--- src/rtl/mult_pkg.sv ---
// mult_pkg: shared types and constants for the add-shift multiplier control.
//   mult_state_e : controller states (IDLE, CLR, ADD, SHIFT, HOLD)
//   MULT_BITS    : default multiplier width / iteration count
//   FN_ADD/FN_SUB: adder function select encodings (A+S / A-S)
package mult_pkg;

  typedef enum logic [2:0] {
    IDLE  = 3'd0,
    CLR   = 3'd1,
    ADD   = 3'd2,
    SHIFT = 3'd3,
    HOLD  = 3'd4
  } mult_state_e;

  localparam int MULT_BITS = 8;

  localparam logic FN_ADD = 1'b0;
  localparam logic FN_SUB = 1'b1;

endpackage

--- src/rtl/mult_bit_cnt.sv ---
// mult_bit_cnt: iteration counter for the multiplier control FSM.
// Ports:
//   clk   in  : clock, rising edge
//   rst_n in  : asynchronous active-low reset (count -> 0)
//   clr   in  : synchronous clear to 0
//   inc   in  : increment by one
//   last  out : count equals NUM_BITS-1 (final multiplier bit)
module mult_bit_cnt
  import mult_pkg::*;
#(
  parameter int NUM_BITS = MULT_BITS
) (
  input  logic clk,
  input  logic rst_n,
  input  logic clr,
  input  logic inc,
  output logic last
);

  localparam int CNT_W = (NUM_BITS > 1) ? $clog2(NUM_BITS) : 1;
  localparam logic [CNT_W-1:0] LAST_VAL = CNT_W'(NUM_BITS - 1);
  localparam logic [CNT_W-1:0] ONE      = CNT_W'(1);

  logic [CNT_W-1:0] cnt;

  always_ff @(posedge clk or negedge rst_n) begin
    if (!rst_n) begin
      cnt <= '0;
    end else if (clr) begin
      cnt <= '0;
    end else if (inc) begin
      cnt <= cnt + ONE;
    end
  end

  assign last = (cnt == LAST_VAL);

endmodule

--- src/rtl/mult_ctrl.sv ---
// mult_ctrl: control FSM for the 8-bit signed add-shift multiplier.
// Sequences clear, conditional add/subtract and arithmetic shift of the
// X:A:B chain; the last multiplier bit is subtracted (sign weight).
// Ports:
//   Clk, Reset_n  : clock (rising edge), async active-low reset
//   Run           : start request (level, synchronized upstream)
//   ClearA_LoadB  : load B from switches and clear X:A (IDLE only)
//   M             : current B[0] from the register unit
//   Clr_XA, Ld_B, Ld_XA, Shift_En : datapath strobes
//   Fn            : adder function (0 = A+S, 1 = A-S), valid with Ld_XA
//   Busy          : high in CLR/ADD/SHIFT
//   Done          : one-cycle pulse on entry to HOLD
// Build option MULT_CTRL_SKIP_ADD_EN: bits with M=0 spend no ADD cycle,
// giving latency 1 + NUM_BITS + popcount(B).
module mult_ctrl
  import mult_pkg::*;
#(
  parameter int NUM_BITS = MULT_BITS
) (
  input  logic Clk,
  input  logic Reset_n,
  input  logic Run,
  input  logic ClearA_LoadB,
  input  logic M,
  output logic Clr_XA,
  output logic Ld_B,
  output logic Ld_XA,
  output logic Fn,
  output logic Shift_En,
  output logic Busy,
  output logic Done
);

  mult_state_e state;
  logic        done_seen;  // set while in HOLD after its first cycle
  logic        last;
  logic        cnt_clr;
  logic        cnt_inc;

  mult_bit_cnt #(.NUM_BITS(NUM_BITS)) u_bit_cnt (
    .clk   (Clk),
    .rst_n (Reset_n),
    .clr   (cnt_clr),
    .inc   (cnt_inc),
    .last  (last)
  );

  // Strobe decode. The IDLE strobes are the only ones driven by a live
  // input, so they are gated with Reset_n to keep every output low while
  // reset is held.
  always_comb begin
    Clr_XA   = 1'b0;
    Ld_B     = 1'b0;
    Ld_XA    = 1'b0;
    Fn       = FN_ADD;
    Shift_En = 1'b0;
    Done     = 1'b0;
    case (state)
      IDLE: begin
        if (ClearA_LoadB && Reset_n) begin
          Ld_B   = 1'b1;
          Clr_XA = 1'b1;
        end
      end
      CLR: Clr_XA = 1'b1;
      ADD: begin
        if (M) begin
          Ld_XA = 1'b1;
          Fn    = last ? FN_SUB : FN_ADD;
        end
`ifdef MULT_CTRL_SKIP_ADD_EN
        else begin
          // The post-shift bit is only visible here, so a zero bit turns
          // this cycle into that bit's shift instead of an idle ADD.
          Shift_En = 1'b1;
        end
`endif
      end
      SHIFT: Shift_En = 1'b1;
      HOLD:  Done = !done_seen;
      default: ;
    endcase
  end

  assign Busy    = (state == CLR) || (state == ADD) || (state == SHIFT);
  assign cnt_clr = (state == CLR);
  assign cnt_inc = Shift_En && !last;

  always_ff @(posedge Clk or negedge Reset_n) begin
    if (!Reset_n) begin
      state     <= IDLE;
      done_seen <= 1'b0;
    end else begin
      done_seen <= (state == HOLD);
      case (state)
        IDLE: begin
          if (!ClearA_LoadB && Run) state <= CLR;
        end
        CLR: begin
`ifdef MULT_CTRL_SKIP_ADD_EN
          state <= M ? ADD : SHIFT;
`else
          state <= ADD;
`endif
        end
        ADD: begin
`ifdef MULT_CTRL_SKIP_ADD_EN
          if (!M) state <= last ? HOLD : ADD;
          else    state <= SHIFT;
`else
          state <= SHIFT;
`endif
        end
        SHIFT: state <= last ? HOLD : ADD;
        HOLD: begin
          if (!Run) state <= IDLE;
        end
        default: state <= IDLE;
      endcase
    end
  end

endmodule
--- config.mk ---
export PLATFORM = sky130hd
export DESIGN_NAME = mult_ctrl
export DESIGN_NICKNAME = d
export VERILOG_FILES = /design/src/rtl/mult_pkg.sv /design/src/rtl/mult_bit_cnt.sv /design/src/rtl/mult_ctrl.sv
export SDC_FILE = /design/constraint.sdc
export NUM_CORES = 1
export LEC_CHECK = 0
export BUFFER_PORTS_ARGS = -buffer_cell sky130_fd_sc_hd__buf_2
export CORE_AREA = 3 3 40 42
export CTS_BUF_LIST = sky130_fd_sc_hd__clkbuf_8
export CTS_CLUSTER_DIAMETER = 100
export DETAILED_ROUTE_END_ITERATION = 10
export DIE_AREA = 0 0 43 45
export PLACE_DENSITY = 0.49
export REMOVE_ABC_BUFFERS = 1
export SLEW_MARGIN = 15
export SYNTH_ARGS = -nofsm -noshare
export SYNTH_HDL_FRONTEND = slang
export SYNTH_SLANG_ARGS = --single-unit
--- constraint.sdc ---
create_clock -name Clk -period 2.95 [get_ports Clk]
set_clock_uncertainty 0.1 [all_clocks]
set_input_delay 0.1475 -clock Clk [delete_from_list [all_inputs] [get_ports Clk]]
set_output_delay 0.1475 -clock Clk [all_outputs]
set_load 0.005 [all_outputs]
==> results.md <==
- Antenna cell count: 0
- Core area: 0.00128 mm^2
- Clock Pin Slew Worst Setup and Hold Paths: 0.04 ns
- Io pins: 12
- Final Non-Filler Cells: 70
- Seq cells post-synth: 7
- Die Span Y: 45 um
- GPL Wtd Cong: 0.752
- Status: finished clean
- Area Growth Syn to Fin: 31.4%
- CTS tree: done
- Clock Tree Buf Depth: 2
- Initial Util: 30.1%
- P_leak: 0.264 nW
- Max-slew headroom: 81.7%
- Vias after detailed routing: 332
- Min-delay worst type: in2reg
- First-pass GRT wire length: 1.36 mm
- Worst Path Max Fanout: 9
- Fin. Hold Viols: 0
- Routed length per instance: 11.1 um
- Maxcap violations: 0
- Final critical-path setup slack: 1.35 ns
- Fmax: 625 MHz
- Seq/Total Area, Yosys: 45.3%
- Vias in the first global route: 306
- CP cell instances: nor2b_2, and3b_1, and2_1, buf_2
- Syn Std Cell Area: 387 um^2
- Maximum number of pins on one net before global-route repair: 10
- Placed cells: 65
- I/O Buffers: 11
- Initial DRC Count: 1
- Drt drc: 0
- Final Core Density: 39.5%
- Power per cell area: 963 mW/mm^2
- Gr usage total: 9.89%
- Routed Wire Length: 780 um
- Minimum clock period: 1.60 ns
- Clk root buf: clkbuf_8
- Pre-CTS setup slack: 1.48 ns
- Layout cells sized above 1: 32.7%
- Critical Path AT: 1.35 ns
- Row count: 13
- Max stage delay on crit path: 0.47 ns
- H-Tree Depth: 1
- Synth Area per Inst: 9.67 um^2
- Final Max Tran Viols: 0
- Vias per cell: 4.74
- Worst Setup Start Kind: flip-flop
- Clock sinks: 7
- Worst path slowest cell: dfrtp_1
- Antenna Nets Post-Route: 0
- Yosys cell types: 22
- RSZ-0062 raised after global routing: no
- Peak supply drop: 0.338 mV
- Die width: 43 um
- Mapped Cells: 40
- WS Path Type: reg2out
- Least-Margin Pin Slew: 0.274 ns
- Clk_lat worst skew: 0.23 ns
- Die ar.: 0.00194 mm^2
- Total CTS buffers: 3
- WHS: 0.0616 ns
- Detailed Place HPWL: 593 um
- CP required: 2.70 ns
- Setup tns final: 0 ns
- GRT overflow: 0
- Final layout net count: 63
- Crit share post-route: 54.2%
- Ys Warns: 0
- CP endpoint kind: output pin
- Final setup viols: 0
- Pre-antenna DRT Iters: 2
- Initial antenna violation count: 0
## final timing paths
kind	from	to	slack, ns	depth (start not counted)
setup / recovery	state[1]$_DFFE_PN0P_	Fn	1.35	4
hold / removal	Run	state[2]$_DFFE_PN0P_	0.06	2
setup reg to reg	u_bit_cnt.cnt[0]$_DFFE_PN0P_	u_bit_cnt.cnt[1]$_DFFE_PN0P_	1.46	5
hold reg to reg	u_bit_cnt.cnt[2]$_DFFE_PN0P_	u_bit_cnt.cnt[2]$_DFFE_PN0P_	0.43	2
max in group asynchronous	Reset_n	u_bit_cnt.cnt[1]$_DFFE_PN0P_	2.37	2
min in group asynchronous	Reset_n	state[1]$_DFFE_PN0P_	0.20	2
## kinds of logic (layout without fill, tap and decap cells)
| kind of cell | Yosys count | after routing | share of synthesized area, % |
|---|---|---|---|
| adder cells (fa/ha/maj) | 2 | 2 | 6.47 |
| flip-flops | 7 | 7 | 45.3 |
| AO/OA/AOI/OAI | 9 | 9 | 12.9 |
| AND/OR/NAND/NOR | 20 | 20 | 32.4 |
| buffers and inverters | 2 | 17 | 2.91 |
## flip-flops by register name, summed over array words and instances, names as in the netlist
register / count
u_bit_cnt.cnt: 3
state: 3
done_seen: 1
## Yosys cell counts
cell,number,area [um^2]
nand3_1,1,5.00
nor2b_1,1,6.26
nor2_2,1,6.26
or2_1,1,6.26
buf_4,1,7.51
o21ai_1,3,15.0
o21ai_0,3,15.0
a32o_1,1,10.0
and3b_1,1,8.76
dfrtp_1,7,175
nor2_1,2,7.51
nor3_1,3,15.0
nand2b_4,1,13.8
nand2_1,2,7.51
ha_1,2,25.0
inv_1,1,3.75
nor2b_2,1,8.76
nand2b_1,1,6.26
and2_1,3,18.8
and3_1,1,6.26
and2_4,1,8.76
a21oi_1,2,10.0
## stage by stage
step	total power [mW]	area [um^2]
after floorplan	0.298	379
after global placement	0.359	453
after detailed placement	0.361	453
after CTS	0.499	508
after global routing	0.543	508
final	0.489	508
## power by group
| group | switching, mW | internal (mW) |
|---|---|---|
| clock | 0.0420 | 0.0900 |
| combinational | 0.0849 | 0.0942 |
| sequential | 0.0459 | 0.132 |
| total | 0.173 | 0.317 |
## cell usage in the layout, fill, tap and decap left out, drive strengths merged
| cell | count |
|---|---|
| and2 | 4 |
| nor3 | 3 |
| nand2 | 2 |
| nor2 | 3 |
| nand2b | 2 |
| a32o | 1 |
| buf | 11 |
| dfrtp | 7 |
| inv | 2 |
| and3b | 1 |
| nand3 | 1 |
| ha | 2 |
| o21ai | 6 |
| clkbuf | 3 |
| or2 | 1 |
| nor2b | 2 |
| dlygate4sd3 | 1 |
| and3 | 1 |
| a21oi | 2 |
## layer usage
layer	global-route usage [%]	vias up	wire, um
met5	0	-	0
met4	7.23	0	22
met3	3.98	4	82
met2	13.2	14	315
met1	12.8	145	360
li1	-	169	-
## critical path: cells and delay by family, from the launching register on
| family | cells | cell delay (ns) |
|---|---|---|
| and+or+nand+nor | 3 | 0.55 |
| buffers and inverters | 1 | 0.12 |
| DFF | 1 | 0.47 |
## final cells by class
type,count,area [um^2]
fillers,144,777
well taps,15,18.8
clock inverters,1,3.75
flip-flops and latches,7,175
clock buffers,3,41.3
multi-input cells,31,200
inverters,1,3.75
repair buffers,12,65.1
## what timing repair did
item	CTS	global route
endpoints found under the setup margin	0	0
hold buffers	1	0
hold endpoints to repair	7	0
gates resized for setup	0	0
setup buffers	0	0
No activity file was read; power rests on OpenSTA's default activity.
